File: src/rtl/split_route_ctrl.sv
// split_route_ctrl: FIFO-buffered feeder for the 1-to-2 split stage.
// Each buffered packet is decoded into a route select (0 = local PE,
// 1 = next hop) and offered on independent data and control handshakes.
module split_route_ctrl #(
   parameter int WIDTH      = 16,
   parameter int ADDR_W     = 4,
   parameter int ADDR_LSB   = 12,
   parameter int LOCAL_ADDR = 0,
   parameter int DEPTH      = 4
) (
   input  logic                     clk,
   input  logic                     rst_n,
   input  logic [WIDTH-1:0]         in_data,
   input  logic                     in_valid,
   output logic                     in_ready,
   output logic [WIDTH-1:0]         out_data,
   output logic                     out_data_valid,
   input  logic                     out_data_ready,
   output logic [1:0]               out_ctrl,
   output logic                     out_ctrl_valid,
   input  logic                     out_ctrl_ready,
   output logic [$clog2(DEPTH):0]   fifo_count
);

   localparam int PW = $clog2(DEPTH);
   localparam int CW = PW + 1;
   localparam logic [CW-1:0] DEPTH_C = CW'(DEPTH);

   typedef enum logic {
      IDLE,
      ISSUE
   } state_t;

   state_t            state_q, state_d;
   logic [WIDTH-1:0]  mem_q [DEPTH];
   logic [PW-1:0]     wr_ptr_q, wr_ptr_d;
   logic [PW-1:0]     rd_ptr_q, rd_ptr_d;
   logic [CW-1:0]     count_q, count_d;
   logic [WIDTH-1:0]  out_data_q, out_data_d;
   logic [1:0]        out_ctrl_q, out_ctrl_d;
   logic              dvalid_q, dvalid_d;
   logic              cvalid_q, cvalid_d;
   logic              ddone_q, ddone_d;
   logic              cdone_q, cdone_d;

   logic              push;
   logic              pop;
   logic [WIDTH-1:0]  head;
   logic              fifo_nonempty;

   function automatic logic [1:0] route_of(input logic [WIDTH-1:0] pkt);
      return (pkt[ADDR_LSB +: ADDR_W] == ADDR_W'(LOCAL_ADDR)) ? 2'd0 : 2'd1;
   endfunction

   assign in_ready       = rst_n && (count_q < DEPTH_C);
   assign push           = in_valid && in_ready;
   assign head           = mem_q[rd_ptr_q];
   // Only entries already stored count; a same-cycle push is not bypassed.
   assign fifo_nonempty  = (count_q != '0);

   assign out_data       = out_data_q;
   assign out_ctrl       = out_ctrl_q;
   assign out_data_valid = dvalid_q;
   assign out_ctrl_valid = cvalid_q;
   assign fifo_count     = count_q;

   // FIFO storage write; contents need no reset since pointers gate visibility.
   always_ff @(posedge clk) begin
      if (push) begin
         mem_q[wr_ptr_q] <= in_data;
      end
   end

   // Pointer and occupancy next-state.
   always_comb begin
      wr_ptr_d = wr_ptr_q;
      rd_ptr_d = rd_ptr_q;
      if (push) wr_ptr_d = wr_ptr_q + PW'(1);
      if (pop)  rd_ptr_d = rd_ptr_q + PW'(1);
      count_d = count_q + CW'(push) - CW'(pop);
   end

   // Issue FSM: pop into the output registers and track per-channel completion.
   always_comb begin
      state_d    = state_q;
      out_data_d = out_data_q;
      out_ctrl_d = out_ctrl_q;
      dvalid_d   = dvalid_q;
      cvalid_d   = cvalid_q;
      ddone_d    = ddone_q;
      cdone_d    = cdone_q;
      pop        = 1'b0;

      case (state_q)
         IDLE: begin
            if (fifo_nonempty) begin
               pop        = 1'b1;
               out_data_d = head;
               out_ctrl_d = route_of(head);
               dvalid_d   = 1'b1;
               cvalid_d   = 1'b1;
               ddone_d    = 1'b0;
               cdone_d    = 1'b0;
               state_d    = ISSUE;
            end
         end
         ISSUE: begin
            // A ready seen while its valid is already low has no effect.
            ddone_d  = ddone_q | (dvalid_q & out_data_ready);
            cdone_d  = cdone_q | (cvalid_q & out_ctrl_ready);
            dvalid_d = dvalid_q & ~out_data_ready;
            cvalid_d = cvalid_q & ~out_ctrl_ready;
            if (ddone_d && cdone_d) begin
               if (fifo_nonempty) begin
                  pop        = 1'b1;
                  out_data_d = head;
                  out_ctrl_d = route_of(head);
                  dvalid_d   = 1'b1;
                  cvalid_d   = 1'b1;
                  ddone_d    = 1'b0;
                  cdone_d    = 1'b0;
               end else begin
                  dvalid_d = 1'b0;
                  cvalid_d = 1'b0;
                  state_d  = IDLE;
               end
            end
         end
         default: begin
            state_d = IDLE;
         end
      endcase
   end

   // State register with synchronous active-low reset.
   always_ff @(posedge clk) begin
      if (!rst_n) begin
         state_q    <= IDLE;
         wr_ptr_q   <= '0;
         rd_ptr_q   <= '0;
         count_q    <= '0;
         out_data_q <= '0;
         out_ctrl_q <= '0;
         dvalid_q   <= 1'b0;
         cvalid_q   <= 1'b0;
         ddone_q    <= 1'b0;
         cdone_q    <= 1'b0;
      end else begin
         state_q    <= state_d;
         wr_ptr_q   <= wr_ptr_d;
         rd_ptr_q   <= rd_ptr_d;
         count_q    <= count_d;
         out_data_q <= out_data_d;
         out_ctrl_q <= out_ctrl_d;
         dvalid_q   <= dvalid_d;
         cvalid_q   <= cvalid_d;
         ddone_q    <= ddone_d;
         cdone_q    <= cdone_d;
      end
   end

endmodule
File: config.mk
export PLATFORM = sky130hd
export DESIGN_NAME = split_route_ctrl
export DESIGN_NICKNAME = d
export VERILOG_FILES = /design/src/rtl/split_route_ctrl.sv
export SDC_FILE = /design/constraint.sdc
export NUM_CORES = 1
export LEC_CHECK = 0
export BUFFER_PORTS_ARGS = -buffer_cell sky130_fd_sc_hd__buf_2
export CORE_MARGIN = 5
export CORE_UTILIZATION = 55
export CTS_CLUSTER_SIZE = 12
export DETAILED_ROUTE_END_ITERATION = 10
export PLACE_DENSITY = 0.76
export SYNTH_ARGS = -nofsm -noshare
export SYNTH_HDL_FRONTEND = slang
export SYNTH_SLANG_ARGS = --single-unit
File: constraint.sdc
create_clock -name clk -period 2.52 [get_ports clk]
set_input_delay 0.378 -clock clk [delete_from_list [all_inputs] [get_ports clk]]
set_output_delay 0.378 -clock clk [all_outputs]
set_load 0.01 [all_outputs]
* After elaboration in Yosys (flattened, before gate mapping) *
Memories as Yosys holds them, arrays and structs flattened. A register that Yosys moved wholly into a read port is not among the register bits.
Cells that the tools add are included.

operators by class
  add/sub/neg operators = 4
  order comparisons = 1
  eq/ne operators = 2
  multiplexer cells = 28
  bitwise operators = 9
  reduce and logical (&&, ||, !) cells = 5

operators by type and width
  operator                                                         number
  16-bit 2-to-1 mux                                                2
  16-bit case mux with 2 select lines                              1
  1-bit 2-to-1 mux                                                 14
  1-bit case mux with 2 select lines                               6
  2-bit 2-to-1 mux                                                 4
  2-bit by 1-bit adder with 2-bit output, second input constant    2
  1-bit bitwise AND                                                4
  4-bit logical NOT                                                1
  2-bit case mux with 2 select lines                               1
  3-bit by 1-bit adder with 3-bit output                           1
  1-bit logical AND                                                3
  3-bit < comparator, second input constant                        1
  1-bit NOT                                                        3
  3-bit nonzero test                                               1
  3-bit by 1-bit subtractor with 3-bit output                      1
  2-bit by 1-bit != test with 1-bit output, second input constant  1
  2-bit != test, second input constant                             1
  1-bit bitwise OR                                                 2

storage, ports and cells
  register bits = 30
  memory bits (writable) = 64
  input port bits = 21
  output and inout port bits = 24
  logic and storage cells = 60
  memories kept = 1

memories
  memory  words  bits a word  rd ports  clocked after Yosys merged registers in  wr ports  line  RTL
  mem_q   4      16           1         1                                        1         35    logic [WIDTH-1:0] mem_q [DEPTH];

* Depth between registers and ports, before layout *
Gate-level depths: netlist of run 1.

  depth after elaboration = 7
  gate-level depth with buffers = 10
  depth with buffers taken out = 9

* Worst setup path after synthesis of run 1 *
Ideal clock, no wire load.

  path kind = input port to flip-flop
  start = input rst_n
  end = register count_q[2] (netlist: fifo_count[2])
  setup time = 0.128 ns
  arrival time = 2.086 ns
  required time = 2.392 ns
  path slack = 0.306 ns
  cell stages on the path = 9
  buffers on the path = 0
  path through = nor2b_1 and2_0 or3_1 nand2_1 ha_1 fa_1 xnor2_1 xnor2_1 nor2_1

on the way
  cells in the longest elaborated chain, start to end = 4

RTL lines
  item                                         line  RTL
  start, declared                              12    input logic rst_n,
  1-bit logical AND                            55    assign in_ready = rst_n && (count_q < DEPTH_C);
  1-bit logical AND                            56    assign push = in_valid && in_ready;
  3-bit by 1-bit adder with 3-bit output       80    count_d = count_q + CW'(push) - CW'(pop);
  3-bit by 1-bit subtractor with 3-bit output  80
  end signal, assigned                         152   count_q <= count_d;
  end, declared                                38    logic [CW-1:0] count_q, count_d;

Parallel ways exist; a longest one is shown, timed or not.
A chain may end at the register's enable or synchronous reset.

* Worst setup path after layout of run 1 *
  start = register count_q[2] (netlist: fifo_count[2])
  end = register count_q[2] (netlist: fifo_count[2])

on the way
  cells in the longest elaborated chain, start to end = 5
  elaborated cells on any way between the ends = 9
  classes of those cells = add/sub: 2; order compare: 1; mux: 3; reduce/logical: 3

RTL lines
  item                                                                                          line
  3-bit < comparator or 3-bit nonzero test (tied branches)                                      55, 59
  1-bit logical AND or 1-bit 2-to-1 mux (tied branches)                                         55, 96, 114
  1-bit logical AND or 1-bit 2-to-1 mux (tied branches)                                         56, 113
  3-bit by 1-bit adder with 3-bit output or 1-bit case mux with 2 select lines (tied branches)  80, 94
  3-bit by 1-bit subtractor with 3-bit output (*)                                               80

Every way passes the cells marked *; elsewhere a longest branch is shown, timed or not.

==> flow_metrics.env, run 1 <==
export IMPL_status="finished clean"
export IMPL_crit_chain="nor2b_1 > and2_0 > or3_1 > nand2_1 > ha_1 > fa_1 > xnor2_1 > xnor2_1 > nor2_1"
export IMPL_yosys_warnings=0
export IMPL_critical_path_class="flop to flop"
export IMPL_synth_seq_cells=95
export IMPL_maxSlewViolCount=0
export IMPL_clk_pin_slew_ns=0.09
export IMPL_grt_pass1_wl_um=10700
export IMPL_post_cts_buffers=0
export IMPL_period_minus_slack_ns=2.10
export IMPL_layout_drive_gt1_share=0.286
export IMPL_critPathLaunchType="flop"
export IMPL_cts_buffers_inserted=9
export IMPL_fin_crit_sh=0.835
export IMPL_rsz0062_at_grt="false"
export IMPL_ant_nets=0
export IMPL_clock_path_buffers=2
export IMPL_io_pins=45
export IMPL_finalHoldViolCount=0
export IMPL_cts_resized_gates=0
export IMPL_synthCells=240
export IMPL_cts_root_buffer_cell="clkbuf_8"
export IMPL_firstDrtPassIters=4
export IMPL_port_buffers=43
export IMPL_cellPowerDensity_nw_per_um2=1010
export IMPL_crit_required_ns=2.75
export IMPL_yosysSeqAreaShare=0.696
export IMPL_cp_max_fo=5
export IMPL_fin_tns_setup_ns=0
export IMPL_worst_slack_ns=0.415
export IMPL_fp_dieW_um=91.5
export IMPL_path_buf_inv=0
export IMPL_ctsHoldBuffers=0
export IMPL_final_nets=316
export IMPL_p_leak_nw=1.49
export IMPL_max_freq_mhz=475
export IMPL_drt_total_wl_um=6660
export IMPL_num_fill_cells=455
export IMPL_start_util=0.569
export IMPL_netlist_area_sq_um=3650
export IMPL_dpl_hpwl_um=4350
export IMPL_fp_dieArea_sq_um=8370
export IMPL_cp_slowest_stage_delay_ns=0.38
export IMPL_fp_coreArea_sq_um=6420
export IMPL_end_kind="flop"
export IMPL_pre_cts_ws_ns=0.251
export IMPL_vias_per_cell=5.68
export IMPL_async_flop_share=0
export IMPL_wl_per_cell_um=17.9
export IMPL_worstMarginPinSlew_ns=0.748
export IMPL_routabilityCongestion=0.799
export IMPL_grt_usage=0.170
export IMPL_setup_viol=0
export IMPL_grt_overflow=0
export IMPL_mostFrequentLayoutCell="edfxtp_1"
export IMPL_clk_latency_ns=0.34
export IMPL_clock_sinks=95
export IMPL_synth_edf_count=64
export IMPL_max_vdd_ir_drop_mv=0.442
export IMPL_antenna_found_initial=0
export IMPL_holdCritPathClass="input port to flop"
export IMPL_synth_flop_cell="edfxtp_1"
export IMPL_yosysUniqueCellTypes=31
export IMPL_path_delay_family="simple AND/OR/NAND/NOR gates"
export IMPL_cap_violations=0
export IMPL_vias=2109
export IMPL_slew_headroom=0.502
export IMPL_grt_max_degree=24
export IMPL_areaGrowthSynthToFinish_pct=13.1
export IMPL_grt_pass1_vias=2091
export IMPL_drc_errors=0
export IMPL_n_antenna_cell=0
export IMPL_crit_slowest_cell="fa_1"
export IMPL_crit_top_cell="xnor2_1"
export IMPL_avgSynthCellArea_sq_um=15.2
export IMPL_cts_htree_levels=3
export IMPL_syn_nets=267
export IMPL_num_rows=29
export IMPL_layout_common_cells="64 x edfxtp_1, 43 x buf_2, 31 x a21oi_1, 31 x dfxtp_1, 20 x o21ai_0"
export IMPL_cp_arrival_ns=2.33
export IMPL_die_h_um=91.5
export IMPL_drtIter0Drc=168
export IMPL_fin_worst_skew_ns=0.0103
export IMPL_cts_tree="done"
==> metal layers <==
layer / vias to the layer above / track usage / part of all wire
li1: 1013 / - / -
met1: 1042 / 0.220 / 0.43
met2: 50 / 0.271 / 0.51
met3: 4 / 0.0355 / 0.057
met4: 0 / 0.0854 / 0.0095
met5: - / 0 / 0
==> worst paths after layout <==
kind / start / end / slack, ns / depth (start not counted)
worst min-delay path: in_data[3] / mem_q[3][3] / 0.25 / 1
worst max-delay path: fifo_count[2] / fifo_count[2] / 0.42 / 9
worst max register to register: fifo_count[2] / fifo_count[2] / 0.42 / 9
worst min register to register: out_data[2] / out_data[2] / 0.48 / 2
==> power by group <==
part	switching (W)	internal, W
Sequential	0.000184	0.00189
Combinational	0.000677	0.000566
Clock	0.000485	0.000352
Total	0.00135	0.00281
==> Yosys cell counts (2+ instances only) <==
cell type	number	area share
clkbuf_1	8	0.0082
a21oi_1	31	0.042
mux4_1	3	0.022
dfxtp_1	31	0.17
mux4_2	13	0.080
buf_4	2	0.0041
and2_1	2	0.0034
or3_1	2	0.0034
edfxtp_1	64	0.53
o21ai_0	21	0.029
o31ai_1	2	0.0041
nand2_1	5	0.0051
xnor2_1	3	0.0072
o211ai_1	2	0.0041
and3_1	4	0.0069
a21o_1	2	0.0041
buf_2	4	0.0055
nor2_1	3	0.0031
ha_1	5	0.017
nand3_1	17	0.023
inv_1	6	0.0062
==> cell families after synthesis <==
| family | after synthesis | share of synthesized area |
|---|---|---|
| AOI/OAI and AO/OA | 59 | 0.0860 |
| adders and majority gates | 6 | 0.0226 |
| buffers and inverters | 22 | 0.0284 |
| xor gates and xnor gates | 3 | 0.00720 |
| other | 1 | 0.00103 |
| DFF | 95 | 0.696 |
| muxes | 16 | 0.102 |
| and+or+nand+nor | 38 | 0.0569 |
==> cell type report <==
cell class / instances / area [sq um] / share of cell area
tap: 77 / 96.3 / 0.0233
multi-input combinational: 123 / 1010 / 0.244
sequential: 95 / 2540 / 0.616
inverter: 6 / 22.5 / 0.00545
clock buffer: 10 / 128 / 0.0309
timing repair buffer: 54 / 298 / 0.0721
clock inverter: 6 / 37.5 / 0.00909
==> sequential cells by signal, summed over array words and instances (netlist names), named ones only <==
register / count
out_ctrl_valid: 1
cdone_q: 1
rd_ptr_q: 2
ddone_q: 1
state_q: 1
wr_ptr_q: 2
fifo_count: 3
mem_q: 64
out_ctrl: 1
out_data: 16
out_data_valid: 1
==> per-stage QoR <==
| stage | hold WS, ns | utilization | area [sq um] | cells | total power (W) |
|---|---|---|---|---|---|
| after floorplan | 0.458 | - | 3650 | 240 | 0.00297 |
| after global placement | 0.461 | 0.617 | 3970 | 355 | 0.00333 |
| after detailed placement | 0.472 | 0.617 | 3970 | 355 | 0.00337 |
| after CTS | 0.225 | 0.643 | 4130 | 371 | 0.00419 |
| after global routing | 0.217 | 0.643 | 4130 | 371 | 0.00441 |
| final | 0.246 | 0.643 | 4130 | 371 | 0.00415 |
(Power assumes the default switching activity.)
==> inputs of run 2 (changes only) <==
--- a/config.mk
+++ b/config.mk
@@ -7,10 +7,10 @@
 export LEC_CHECK = 0
 export BUFFER_PORTS_ARGS = -buffer_cell sky130_fd_sc_hd__buf_2
 export CORE_MARGIN = 5
-export CORE_UTILIZATION = 55
+export CORE_UTILIZATION = 51
 export CTS_CLUSTER_SIZE = 12
 export DETAILED_ROUTE_END_ITERATION = 10
-export PLACE_DENSITY = 0.76
+export PLACE_DENSITY = 0.74
 export SYNTH_ARGS = -nofsm -noshare
 export SYNTH_HDL_FRONTEND = slang
 export SYNTH_SLANG_ARGS = --single-unit
==> constraint.sdc (replaced) <==
create_clock -name clk -period 1.9 [get_ports clk]
set_input_delay 0.285 -clock clk [delete_from_list [all_inputs] [get_ports clk]]
set_output_delay 0.285 -clock clk [all_outputs]
set_load 0.01 [all_outputs]
==> run 2 against run 1 <==
  * Critical endpoint is now fifo_count[1]
  * Core utilization shrank 0.79 points
  * Clock skew shrank 0.0055 ns
  * Largest cell class unchanged
  * Critical path type unchanged
  * Setup slack lost 0.41 ns
  * Highest routed layer unchanged
  * Power grew 40%
  * Cell count grew 11%
  * Die area grew 7.0%
  * Clock-buffer cell count grew 1
  * Clock power grew 39%
  * Via count grew 5.1%
  * Sequential cell count is the same
  * Register-to-register slack lost 0.41 ns
  * Critical path depth shrank 2
==> flow_metrics.env, run 2 (synthesis gave the netlist of run 1 again) <==
export IMPL_post_cts_buffers=0
export IMPL_end_kind="flop"
export IMPL_p_leak_nw=1.62
export IMPL_crit_required_ns=2.13
export IMPL_dpl_hpwl_um=4730
export IMPL_clock_path_buffers=2
export IMPL_io_pins=45
export IMPL_cellPowerDensity_nw_per_um2=1330
export IMPL_antenna_found_initial=0
export IMPL_maxSlewViolCount=0
export IMPL_die_h_um=94.6
export IMPL_cts_root_buffer_cell="clkbuf_8"
export IMPL_grt_pass1_wl_um=11400
export IMPL_clock_sinks=95
export IMPL_largest_reg_flops=64
export IMPL_final_core_util=0.635
export IMPL_grt_overflow=0
export IMPL_grt_usage=0.168
export IMPL_num_rows=30
export IMPL_largest_register="mem_q"
export IMPL_clk_latency_ns=0.33
export IMPL_cap_violations=0
export IMPL_cp_max_fo=4
export IMPL_placed_area_sq_um=4190
export IMPL_mostFrequentLayoutCell="edfxtp_1"
export IMPL_status="finished clean"
export IMPL_final_area_sq_um=4360
export IMPL_cts_tree="done"
export IMPL_wl_met1_um=2940
export IMPL_cts_buffers_inserted=9
export IMPL_vias_per_cell=5.38
export IMPL_port_buffers=43
export IMPL_grt_max_degree=22
export IMPL_rsz0062_at_grt="true"
export IMPL_holdCritPathClass="input port to flop"
export IMPL_firstDrtPassIters=4
export IMPL_n_antenna_cell=0
export IMPL_period_minus_slack_ns=1.89
export IMPL_fin_crit_sh=0.996
export IMPL_drc_errors=0
export IMPL_finalHoldViolCount=0
export IMPL_vias=2216
export IMPL_critical_path_class="flop to flop"
export IMPL_max_freq_mhz=528
export IMPL_p_total_w=0.00582
export IMPL_layout_drive_gt1_share=0.361
export IMPL_fp_coreArea_sq_um=6870
export IMPL_wl_met2_um=3530
export IMPL_fp_dieW_um=94.6
export IMPL_met3_length_um=321
export IMPL_wl_per_cell_um=16.6
export IMPL_route_top_layer_used="met4"
export IMPL_areaGrowthSynthToFinish_pct=19.5
export IMPL_clk_pin_slew_ns=0.09
export IMPL_fp_dieArea_sq_um=8950
export IMPL_layout_common_cells="64 x edfxtp_1, 43 x buf_2, 33 x buf_4, 30 x a21oi_1, 28 x dfxtp_1"
export IMPL_drt_total_wl_um=6830
export IMPL_routabilityCongestion=0.826
export IMPL_fin_worst_skew_ns=0.00480
export IMPL_drtIter0Drc=215
export IMPL_cts_htree_levels=3
export IMPL_critPathLaunchType="flop"
export IMPL_start_util=0.532
export IMPL_final_nets=338
export IMPL_grt_pass1_vias=2320
export IMPL_setup_viol=0
export IMPL_ant_nets=0
export IMPL_cp_arrival_ns=2.13
export IMPL_max_vdd_ir_drop_mv=0.606
run 2: cell count changes in the layout (fill, tap and decap cells not counted), sizes merged:
cell      delta
buf         +22
clkbuf       +1
clkinvlp     -2
inv          +1
run 2: layout make-up:
cell class	instances	area, sq um
multi-input cells	123	1030
flip-flops and latches	95	2550
clock inverters	5	32.5
clock buffers	11	141
well taps	96	120
fillers	533	2510
repair buffers	76	463
inverters	6	22.5
run 2: critical path, cell delays in order, from the launching register on:
cell	delay (ns)
dfxtp_4	0.38
nor2b_4	0.04
and2_1	0.16
or3_4	0.40
nand2_1	0.07
ha_2	0.17
fa_2	0.41
and2_1	0.15
run 2: worst paths after layout:
kind                            cells past startpoint           from       endpoint  slack (ns)
worst max-delay path                                7  fifo_count[2]  fifo_count[1]       0.008
worst min-delay path                                1     in_data[8]    mem_q[2][8]        0.15
worst max register to register                      7  fifo_count[2]  fifo_count[1]       0.008
worst min register to register                      2    out_data[2]    out_data[2]        0.48
run 2: through the flow:
stage	worst slack, ns	setup TNS [ns]	hold slack [ns]	std cells
3_5_place_dp	-0.107	-0.178	0.466	396
2_1_floorplan	-0.0921	-0.153	0.384	240
4_1_cts	-0.000310	-0.000310	0.139	412
3_3_place_gp	-0.0751	-0.103	0.462	396
6_report	0.00782	0	0.155	412
5_1_grt	-0.0866	-0.152	0.137	412
run 2: per-layer routing:
| metal | up-vias | track usage |
|---|---|---|
| li1 | 1062 | - |
| met3 | 2 | 0.0335 |
| met2 | 48 | 0.285 |
| met1 | 1104 | 0.215 |
| met4 | 0 | 0.0589 |
| met5 | - | 0 |
run 2: where the power goes:
| part | total (W) | switching [W] | internal (W) |
|---|---|---|---|
| Clock | 0.00116 | 0.000645 | 0.000510 |
| Sequential | 0.00269 | 0.000175 | 0.00251 |
| Combinational | 0.00197 | 0.00104 | 0.000938 |
| Total | 0.00582 | 0.00186 | 0.00396 |
run 2: repair_timing:
action	CTS	global route
pin swaps	0	1
gates cloned	0	0
hold buffers	0	0
resized for setup	0	1
endpoints found under the setup margin	1	2
==> inputs of run 3 (changes only) <==
--- a/config.mk
+++ b/config.mk
@@ -6,6 +6,7 @@
 export NUM_CORES = 1
 export LEC_CHECK = 0
 export BUFFER_PORTS_ARGS = -buffer_cell sky130_fd_sc_hd__buf_2
+export CORE_ASPECT_RATIO = 0.8
 export CORE_MARGIN = 5
 export CORE_UTILIZATION = 51
 export CTS_CLUSTER_SIZE = 12
==> run 3 against run 2 <==
  * The flow now finishes with violations (negative setup slack)
  * Final area grew 1.1%
  * Setup slack got worse by 0.046 ns
  * Largest power group unchanged
  * Critical path type unchanged
  * Clock power decreased by 5%
  * Power grew 1.6%
==> flow_metrics.env, run 3 (synthesis gave the netlist of run 1 again) <==
export IMPL_status="finished with violations"
export IMPL_failed_checks="negative setup slack"
export IMPL_n_antenna_cell=0
export IMPL_grt_overflow=0
export IMPL_end_kind="flop"
export IMPL_layout_cells_non_filler=406
export IMPL_vias_per_cell=5.56
export IMPL_critical_path_class="flop to flop"
export IMPL_hold_end="mem_q[3][13]"
export IMPL_num_rows=27
export IMPL_crit_slowest_cell="dfxtp_4"
export IMPL_grt_max_degree=30
export IMPL_worst_slack_ns=-0.0381
export IMPL_multi_input_area_sq_um=1070
export IMPL_vias=2257
export IMPL_seq_area_sq_um=2550
export IMPL_setup_viol=1
export IMPL_cts_htree_levels=3
export IMPL_drc_errors=0
export IMPL_whs_path_depth=1
export IMPL_period_minus_slack_ns=1.94
export IMPL_port_buffers=43
export IMPL_layout_drive_gt1_share=0.376
export IMPL_rsz0062_at_grt="true"
export IMPL_r2r_start="fifo_count[2]"
export IMPL_fin_worst_skew_ns=0.00953
export IMPL_drt_total_wl_um=6940
export IMPL_routabilityCongestion=0.853
export IMPL_max_vdd_ir_drop_mv=0.559
export IMPL_critPathLaunchType="flop"
export IMPL_cts_tree="done"
export IMPL_fp_dieArea_sq_um=8960
export IMPL_crit_required_ns=2.14
export IMPL_grt_pass1_wl_um=10900
export IMPL_clk_latency_ns=0.35
export IMPL_firstDrtPassIters=4
export IMPL_cp_max_fo=5
export IMPL_wl_per_cell_um=17.1
export IMPL_p_leak_nw=1.65
export IMPL_r2r_cells=8
export IMPL_crit_chain="nor2b_4 > and2_4 > or3_4 > buf_6 > fa_2 > xnor2_2 > xnor2_1 > nor2_1"
export IMPL_clock_sinks=95
export IMPL_reg2reg_slack_ns=-0.04
export IMPL_pre_cts_ws_ns=-0.118
export IMPL_path_delay_family="simple AND/OR/NAND/NOR gates"
export IMPL_io_pins=45
export IMPL_fin_crit_sh=1.02
export IMPL_path_buf_inv=1
export IMPL_cp_arrival_ns=2.17
export IMPL_clock_path_buffers=2
export IMPL_layout_common_cells="64 x edfxtp_1, 43 x buf_2, 34 x buf_4, 30 x a21oi_1, 27 x dfxtp_1"
export IMPL_antenna_found_initial=0
export IMPL_slew_headroom=0.566
export IMPL_num_fill_cells=525
export IMPL_maxSlewViolCount=0
export IMPL_areaGrowthSynthToFinish_pct=20.7
export IMPL_final_nets=341
export IMPL_drtIter0Drc=141
export IMPL_largest_reg_flops=64
export IMPL_fp_coreArea_sq_um=6930
export IMPL_largest_register="mem_q"
export IMPL_grt_usage=0.157
export IMPL_grt_pass1_vias=2189
export IMPL_holdCritPathClass="input port to flop"
export IMPL_dpl_hpwl_um=4900
export IMPL_clk_pin_slew_ns=0.09
export IMPL_hp_start="in_data[13]"
export IMPL_r2r_end="fifo_count[2]"
export IMPL_ant_nets=0
export IMPL_mostFrequentLayoutCell="edfxtp_1"
export IMPL_start_util=0.527
export IMPL_max_freq_mhz=516
export IMPL_cts_root_buffer_cell="clkbuf_8"
export IMPL_cp_slowest_stage_delay_ns=0.40
export IMPL_cellPowerDensity_nw_per_um2=1340
export IMPL_cts_buffers_inserted=9
export IMPL_die_h_um=85.7
export IMPL_dp_cells=387
export IMPL_cap_violations=0
export IMPL_worstMarginPinSlew_ns=0.647
export IMPL_finalHoldViolCount=0
export IMPL_fp_dieW_um=105
[run 3: area by class of cell]
type                    instances  share of cell area
flip-flops and latches         95               0.578
multi-input cells             123               0.242
repair buffers                 79               0.114
clock buffers                  12              0.0306
well taps                      87              0.0247
clock inverters                 4             0.00539
inverters                       6             0.00511
[run 3: metal layers]
metal  vias to the layer above  wire (um)  GRT usage
met3                         7        496     0.0549
met5                         -          0          0
met1                      1107       3030      0.203
li1                       1066          -          -
met4                         0         68     0.0407
met2                        77       3350      0.256
[run 3: what timing repair did]
action	CTS	global route
endpoints found under the hold margin	0	0
gates resized for setup	3	6
setup buffers	1	2
pin swaps	6	8
hold buffers	0	0
endpoints found under the setup margin	2	2
[run 3: how the worst max path moves through the flow]
stage                         from       endpoint  slack [ns]  depth (start not counted)
floorplan           out_data_valid  fifo_count[2]       -0.09                         10
global placement             rst_n  fifo_count[1]       -0.09                          8
detailed placement           rst_n  fifo_count[1]       -0.12                          8
CTS                 out_ctrl_valid  fifo_count[2]      0.0005                          9
global route         fifo_count[2]  fifo_count[2]       -0.11                          8
finish               fifo_count[2]  fifo_count[2]       -0.04                          8
[run 3: stage by stage]
step	cell area (sq um)	TNS [ns]	hold slack, ns	util	power (W)
3_5_place_dp	4190	-0.204	0.465	0.605	0.00475
3_3_place_gp	4190	-0.139	0.463	0.605	0.00470
4_1_cts	4360	0	0.129	0.630	0.00588
6_report	4410	-0.0381	0.153	0.637	0.00591
2_1_floorplan	3700	-0.153	0.384	-	0.00401
5_1_grt	4410	-0.110	0.137	0.637	0.00629
[run 3: power by group]
| group | switching [W] | leakage [nW] | internal, W |
|---|---|---|---|
| clock | 0.000627 | 0.0841 | 0.000473 |
| combinational | 0.00108 | 0.731 | 0.00104 |
| sequential | 0.000185 | 0.836 | 0.00251 |
